**config.mk**
```make
export PLATFORM = sky130hd
export DESIGN_NAME = fetch_ctrl
export DESIGN_NICKNAME = d
export VERILOG_FILES = /design/src/rtl/fetch_ctrl.sv
export SDC_FILE = /design/constraint.sdc
export NUM_CORES = 1
export LEC_CHECK = 0
export BUFFER_PORTS_ARGS = -buffer_cell sky130_fd_sc_hd__buf_2
export CAP_MARGIN = 30
export CORE_MARGIN = 2
export CORE_UTILIZATION = 43
export CTS_CLUSTER_SIZE = 28
export DETAILED_ROUTE_END_ITERATION = 8
export PLACE_DENSITY = 0.76
export SLEW_MARGIN = 20
export SYNTH_ARGS = -nofsm -noshare
export SYNTH_HDL_FRONTEND = slang
export SYNTH_SLANG_ARGS = --single-unit
```
**constraint.sdc**
```tcl
create_clock -name clk -period 1.6 [get_ports clk]
set_input_delay 0.16 -clock clk [delete_from_list [all_inputs] [get_ports clk]]
set_output_delay 0.16 -clock clk [all_outputs]
set_load 0.05 [all_outputs]
```
**src/rtl/fetch_ctrl.sv**
```systemverilog
// Instruction fetch controller: drives PC strobes, issues ROM requests,
// retries on timeout and hands fetched instructions to the consumer.
module fetch_ctrl #(
    parameter int WIDTH   = 16,
    parameter int TIMEOUT = 15
) (
    input  logic             clk,
    input  logic             reset,
    input  logic [WIDTH-1:0] pc_in,
    output logic             pc_inc,
    output logic             pc_jump,
    output logic             pc_reset,
    output logic [WIDTH-1:0] pc_data,
    output logic             rom_req,
    output logic [WIDTH-1:0] rom_addr,
    input  logic             rom_ack,
    input  logic [WIDTH-1:0] rom_data,
    output logic             instr_valid,
    output logic [WIDTH-1:0] instr,
    input  logic             instr_ready,
    input  logic             br_valid,
    input  logic [WIDTH-1:0] br_target,
    input  logic             halt,
    output logic             halted,
    output logic             err_timeout,
    output logic [WIDTH-1:0] retired
);

    localparam logic [2:0] S_RST   = 3'd0;
    localparam logic [2:0] S_FETCH = 3'd1;
    localparam logic [2:0] S_HOLD  = 3'd2;
    localparam logic [2:0] S_ADV   = 3'd3;
    localparam logic [2:0] S_HALT  = 3'd4;

    localparam logic [7:0] TO_LAST = 8'(TIMEOUT - 1);

    logic [2:0]       state_q, state_d;
    logic             pc_inc_q, pc_inc_d;
    logic             pc_jump_q, pc_jump_d;
    logic             pc_reset_q, pc_reset_d;
    logic [WIDTH-1:0] pc_data_q, pc_data_d;
    logic             rom_req_q, rom_req_d;
    logic             instr_valid_q, instr_valid_d;
    logic [WIDTH-1:0] instr_q, instr_d;
    logic             halted_q, halted_d;
    logic             err_q, err_d;
    logic [WIDTH-1:0] retired_q, retired_d;
    logic [7:0]       cnt_q, cnt_d;
    logic             enter;

    always_comb begin
        state_d       = state_q;
        pc_inc_d      = 1'b0;
        pc_jump_d     = 1'b0;
        pc_reset_d    = 1'b0;
        pc_data_d     = pc_data_q;
        rom_req_d     = rom_req_q;
        instr_valid_d = instr_valid_q;
        instr_d       = instr_q;
        halted_d      = halted_q;
        err_d         = err_q;
        retired_d     = retired_q;
        cnt_d         = cnt_q;
        enter         = 1'b0;

        unique case (state_q)
            S_RST: begin
                if (pc_reset_q) enter = 1'b1;
                else            pc_reset_d = 1'b1;
            end
            // FETCH with rom_req low is the one-cycle retry gap
            S_FETCH: begin
                if (!rom_req_q) begin
                    enter = 1'b1;
                end else if (rom_ack) begin
                    instr_d       = rom_data;
                    instr_valid_d = 1'b1;
                    rom_req_d     = 1'b0;
                    cnt_d         = 8'd0;
                    state_d       = S_HOLD;
                end else if (cnt_q == TO_LAST) begin
                    err_d     = 1'b1;
                    rom_req_d = 1'b0;
                    cnt_d     = 8'd0;
                end else begin
                    cnt_d = cnt_q + 8'd1;
                end
            end
            S_HOLD: begin
                if (instr_ready) begin
                    instr_valid_d = 1'b0;
                    retired_d     = retired_q + 1'b1;
                    pc_jump_d     = br_valid;
                    pc_inc_d      = !br_valid;
                    if (br_valid) pc_data_d = br_target;
                    state_d = S_ADV;
                end
            end
            S_ADV: begin
                enter = 1'b1;
            end
            S_HALT: begin
                if (!halt) enter = 1'b1;
            end
            default: begin
                state_d = S_RST;
            end
        endcase

        if (enter) begin
            if (halt) begin
                state_d  = S_HALT;
                halted_d = 1'b1;
            end else begin
                state_d   = S_FETCH;
                halted_d  = 1'b0;
                rom_req_d = 1'b1;
                cnt_d     = 8'd0;
            end
        end
    end

    always_ff @(posedge clk or negedge reset) begin
        if (!reset) begin
            state_q       <= S_RST;
            pc_inc_q      <= 1'b0;
            pc_jump_q     <= 1'b0;
            pc_reset_q    <= 1'b0;
            pc_data_q     <= '0;
            rom_req_q     <= 1'b0;
            instr_valid_q <= 1'b0;
            instr_q       <= '0;
            halted_q      <= 1'b0;
            err_q         <= 1'b0;
            retired_q     <= '0;
            cnt_q         <= 8'd0;
        end else begin
            state_q       <= state_d;
            pc_inc_q      <= pc_inc_d;
            pc_jump_q     <= pc_jump_d;
            pc_reset_q    <= pc_reset_d;
            pc_data_q     <= pc_data_d;
            rom_req_q     <= rom_req_d;
            instr_valid_q <= instr_valid_d;
            instr_q       <= instr_d;
            halted_q      <= halted_d;
            err_q         <= err_d;
            retired_q     <= retired_d;
            cnt_q         <= cnt_d;
        end
    end

    // pc_in is only updated by our own strobes, so it is stable while requesting
    assign rom_addr    = rom_req_q ? pc_in : '0;
    assign rom_req     = rom_req_q;
    assign pc_inc      = pc_inc_q;
    assign pc_jump     = pc_jump_q;
    assign pc_reset    = pc_reset_q;
    assign pc_data     = pc_data_q;
    assign instr_valid = instr_valid_q;
    assign instr       = instr_q;
    assign halted      = halted_q;
    assign err_timeout = err_q;
    assign retired     = retired_q;

endmodule

```
After elaboration in Yosys (flattened, before gate mapping)
Index checks and enable logic that the tools add are counted.
{"block": "word_totals", "register_bits": 66, "in_bits": 54, "output_inout_bits": 71, "elab_cells": 71}
{"block": "classes", "add_sub_neg": 2, "eq_ne": 12, "n_mux": 34, "n_bitwise": 1, "n_reduce_logical": 10}
{"op": "$mux 8", "count": 6}
{"op": "$mux 1", "count": 19}
{"op": "$add 16x1->16 const B", "count": 1}
{"op": "$mux 16", "count": 1}
{"op": "$mux 3", "count": 5}
{"op": "$reduce_and 4->1", "count": 3}
{"op": "$ne 3x3->1 const B", "count": 3}
{"op": "$pmux 3 s3", "count": 1}
{"op": "$add 8x1->8 const B", "count": 1}
{"op": "$eq 8x4->1 const B", "count": 1}
{"op": "$eq 3x2->1 const B", "count": 2}
{"op": "$ne 2x2->1 const B", "count": 3}
{"op": "$reduce_and 3->1", "count": 2}
{"op": "$pmux 1 s4", "count": 1}
{"op": "$eq 3x1->1 const B", "count": 1}
{"op": "$eq 3x3->1 const B", "count": 1}
{"op": "$logic_not 3->1", "count": 1}
{"op": "$reduce_or 3->1", "count": 1}
{"op": "$ne 2x1->1 const B", "count": 1}
{"op": "$pmux 1 s2", "count": 1}
{"op": "$reduce_and 2->1", "count": 1}
{"op": "$reduce_bool 2->1", "count": 1}
{"op": "$logic_not 1->1", "count": 1}
{"op": "$not 1->1", "count": 1}

Depth between registers and ports, before layout
{"block": "depth", "ltp_word": 7, "depth_mapped": 6, "ltp_nobuf": 6}

Worst setup path before layout
No wires, ideal clock.
{"block": "synth_path", "path_kind": "register to register", "startpoint": "reg rom_req_q (netlist: rom_req)", "endpoint": "reg instr_q[10] (netlist: instr[10])", "setup_time_ns": 0.125, "t_arrival_ns": 1.805, "required_time_ns": 1.475, "slack_ns": -0.330, "path_stages_with_launch": 5, "n_path_buf": 1, "period_less_slack_ns": 1.930, "path_cell_list": "dfrtp_1 nand3_1 nor3_2 buf_4 mux2_2"}
{"block": "synth_between", "elab_chain_len": 1}
{"item": "start, declared", "line": "42", "rtl": "logic rom_req_q, rom_req_d;"}
{"item": "start signal, assigned", "line": "143", "rtl": "rom_req_q <= rom_req_d;"}
{"item": "$reduce_and 3->1 (no line)"}
{"item": "end signal, assigned", "line": "145", "rtl": "instr_q <= instr_d;"}
{"item": "end, declared", "line": "44", "rtl": "logic [WIDTH-1:0] instr_q, instr_d;"}
No other way between the ends.
A chain may end at the register's enable or synchronous reset.

Final worst setup path
{"block": "layout_path", "startpoint": "reg cnt_q[5]", "endpoint": "reg cnt_q[2]"}
{"block": "layout_between", "elab_chain_len": 7}
{"item": "start, declared", "line": "48", "rtl": "logic [7:0] cnt_q, cnt_d;"}
{"item": "start signal, assigned", "line": "149", "rtl": "cnt_q <= cnt_d;"}
{"item": "$eq 8x4->1 (*)", "line": "81", "rtl": "end else if (cnt_q == TO_LAST) begin"}
{"item": "$mux 8 (*)", "line": "81"}
{"item": "$mux 8 (*)", "line": "75", "rtl": "end else if (rom_ack) begin"}
{"item": "$mux 8 (*)", "line": "73", "rtl": "if (!rom_req_q) begin"}
{"item": "$mux 8 (*)", "line": "66", "rtl": "unique case (state_q)"}
{"item": "$mux 8", "line": "111", "rtl": "if (halt) begin"}
{"item": "$mux 8 (*)", "line": "110", "rtl": "if (enter) begin"}
{"item": "via cnt_d[2]", "line": "48"}
The timed path passes the listed nets; every way through them passes the cells marked *.

==> flow_metrics.py <==
metrics = {
    "hold_path": {
        "hold_path_class": "input port to flip-flop",
    },
    "drt": {
        "drc": 0,
        "drt_wl_total_um": 6930,
        "vias": 2493,
        "via_per_inst": 5.18,
        "drt_iter0_drc": 121,
        "ant_nets": 0,
        "drtPass1Iterations": 4,
        "wl_per_cell_um": 14.4,
    },
    "sta": {
        "fmax_mhz": 622,
        "tightestPinTransition_ns": 0.343,
        "finalSetupViolations": 2,
        "fin_crit_sh": 1.00,
        "hold_viol": 0,
        "skew_ns": 0.0101,
        "relSlewSlack": 0.771,
        "report.final.slew_viol_count": 0,
        "tns_ns": -0.0128,
        "fin_crit_ns": 1.61,
        "setup_ws_ns": -0.00674,
        "rsz0062_at_grt": "true",
    },
    "cts": {
        "insertion_delay_ns": 0.34,
        "htreeDepth": 3,
        "clockBufferDepth": 2,
        "clock-sinks": 66,
        "cts_tree": "yes",
        "clk_pin_slew_worst_paths_ns": 0.07,
        "tritoncts.num_buffers": 9,
        "root_buffer": "clkbuf_8",
    },
    "logic_synthesis": {
        "postSynthAreaPerCell_um2": 12.2,
        "synth_warnings": 0,
        "synth_top_area_frac": 0.552,
        "syn_inst": 246,
        "syn-cell-area_um2": 2990,
        "synth_seq_area_share": 0.552,
        "synth_edf_count": 0,
        "synth_seq_cells": 66,
        "yosysUniqueCellTypes": 45,
        "async_flop_share": 1.00,
        "synth_top_area_cell": "dfrtp_1",
        "syn_nets": 303,
        "synth_area_leaders": "dfrtp_1, mux2_2, and2_1, xnor2_1, xor2_1",
        "yosys_most_used_dff": "dfrtp_1",
    },
    "run_status": {
        "status": "complete, but fails checks",
        "violations": "setup timing",
    },
    "flow_run": {
        "drv_cap": 0,
    },
    "power_and_ir_drop": {
        "powerDensity_nw_per_um2": 2080,
        "switching_share": 0.474,
        "p_leak_nw": 2.15,
        "p_int_w": 0.00463,
        "p_sw_w": 0.00417,
        "p_comb_frac": 0.522,
        "irDropWorstVdd_mv": 1.31,
        "seqPwrFrac": 0.299,
        "power_frac_clock": 0.179,
    },
    "worst_setup_path": {
        "start_kind": "flip-flop",
        "required_ns": 1.83,
        "cp-end-kind": "flip-flop",
        "crit_type": "flip-flop to flip-flop",
        "worstPathArrival_ns": 1.83,
        "crit_path_max_fanout": 3,
    },
    "global_routing": {
        "grt_pass1_wl_um": 10500,
        "grt_overflow": 0,
        "grt_util_all_layers": 0.177,
        "grt_max_degree": 67,
        "grt_pass1_vias": 2242,
        "antenna_found_initial": 0,
    },
    "placement": {
        "place_congestion": 0.847,
        "dp_hpwl_um": 4750,
        "io_buffers": 124,
        "dpl_worst_slack_ns": -0.0657,
    },
    "finish": {
        "fin_nets": 453,
        "ff_latch_area_um2": 1670,
        "n_antenna_cell": 0,
        "drive_above_1_share": 0.608,
        "multiInputGateArea_um2": 1380,
        "syn_to_final_growth_pct": 41.6,
        "fillers": 549,
    },
    "die": {
        "row_count": 30,
        "die_x_um": 87.4,
        "fp.dieH_um": 87.4,
        "coreArea_um2": 6760,
        "io_pins": 125,
        "design.die.area_um2": 7640,
        "start_util": 0.443,
    },
}
==> path summary, 6_finish.rpt <==
path                       slack, ns     endpoint  cells after the start   startpoint
min in group asynchronous       0.36     instr[5]                      3        reset
max in group asynchronous       0.92     cnt_q[2]                      3        reset
hold / removal                  0.02       pc_inc                      2     br_valid
setup / recovery              -0.007     cnt_q[2]                      5     cnt_q[5]
setup reg to reg              -0.007     cnt_q[2]                      5     cnt_q[5]
hold reg to reg                 0.46  retired[15]                      1  retired[15]
==> through the flow <==
stage	utilization	hold WS, ns	area, um2	total power [W]	instances
after floorplan	-	-0.136	3040	0.00590	246
after global placement	0.571	0.201	3860	0.00694	458
after detailed placement	0.571	0.214	3860	0.00703	458
after CTS	0.610	0.00104	4120	0.00869	477
after global routing	0.627	0.00160	4240	0.00924	481
final	0.627	0.0151	4240	0.00880	481
==> registers in the layout, indices dropped and copies added (netlist names), 3 cells and up <==
signal	flops
state_q	3
pc_data	16
cnt_q	8
retired	16
instr	16
==> final cells by class <==
type,count,share of cell area
Timing Repair Buffer,147,0.198
Multi-Input combinational cell,166,0.327
Clock inverter,7,0.0236
Clock buffer,9,0.0292
Sequential cell,66,0.394
Inverter,6,0.00532
Tap cell,80,0.0236
==> per-layer routing <==
metal	vias to the layer above	wire, um	GRT usage
li1	1173	-	-
met1	1219	2900	0.227
met2	93	3540	0.289
met3	8	428	0.0540
met4	0	68	0.0531
met5	-	0	0
==> what timing repair did <==
item / CTS / global route
endpoints found under the hold margin: 66 / 0
setup buffers: 2 / 3
pin swaps: 0 / 8
cloned: 0 / 1
endpoints found under the setup margin: 22 / 23
resized for setup: 7 / 22
hold buffers: 1 / 0
==> power groups by stage <==
| stage | registers, W | clock network [W] | logic, W |
|---|---|---|---|
| final | 0.00263 | 0.00158 | 0.00459 |
| after global routing | 0.00271 | 0.00168 | 0.00486 |
| after floorplan | 0.00429 | 0 | 0.00162 |
| after detailed placement | 0.00265 | 0 | 0.00439 |
| after global placement | 0.00262 | 0 | 0.00431 |
| after CTS | 0.00263 | 0.00161 | 0.00445 |
==> logic make-up after synthesis <==
group                      count (synthesis)  share of synthesized area
AOI/OAI and AO/OA                         24                     0.0649
xor gates and xnor gates                  15                     0.0439
adders and majority gates                  3                     0.0126
buffers and inverters                     15                     0.0251
DFF                                       66                      0.552
muxes                                     37                      0.139
and+or+nand+nor                           86                      0.162
==> synthesized netlist by cell type, drive strengths merged, types with 2 or more instances <==
| cell | number |
|---|---|
| clkbuf | 3 |
| nand3 | 9 |
| a31o | 3 |
| and4bb | 2 |
| and3 | 3 |
| nand4 | 5 |
| nor2 | 14 |
| or2 | 4 |
| nor4 | 3 |
| nand4bb | 2 |
| xor2 | 7 |
| xnor2 | 8 |
| o211ai | 2 |
| mux2 | 37 |
| ha | 3 |
| a21o | 2 |
| a31oi | 3 |
| or3 | 2 |
| nor3 | 7 |
| inv | 6 |
| o21ai | 3 |
| buf | 6 |
| nand2 | 15 |
| dfrtp | 66 |
| a32oi | 2 |
| and2 | 16 |
==> cell usage in the layout (no fill, tap or decap), drive strengths merged, types with 3 or more instances in the layout <==
cell / netlist / final
buf: 6 / 136
xnor2: 8 / 8
or2: 4 / 4
and3: 3 / 3
o211ai: 2 / 3
a31o: 3 / 3
ha: 3 / 3
nand2: 15 / 15
nor4: 3 / 3
mux2: 37 / 37
a31oi: 3 / 3
o21ai: 3 / 3
nand3: 9 / 9
clkinv: 0 / 3
clkbuf: 3 / 19
nor2: 14 / 14
xor2: 7 / 7
nand4: 5 / 5
inv: 6 / 8
dfrtp: 66 / 66
and2: 16 / 16
nor3: 7 / 7
==> critical path: stages (launching register included) <==
cell	delay (ns)
dfrtp_1	0.38
or3_1	0.47
buf_4	0.18
nor2_1	0.14
o31ai_1	0.08
a31o_2	0.24
No activity file was read; power rests on OpenSTA's default activity.
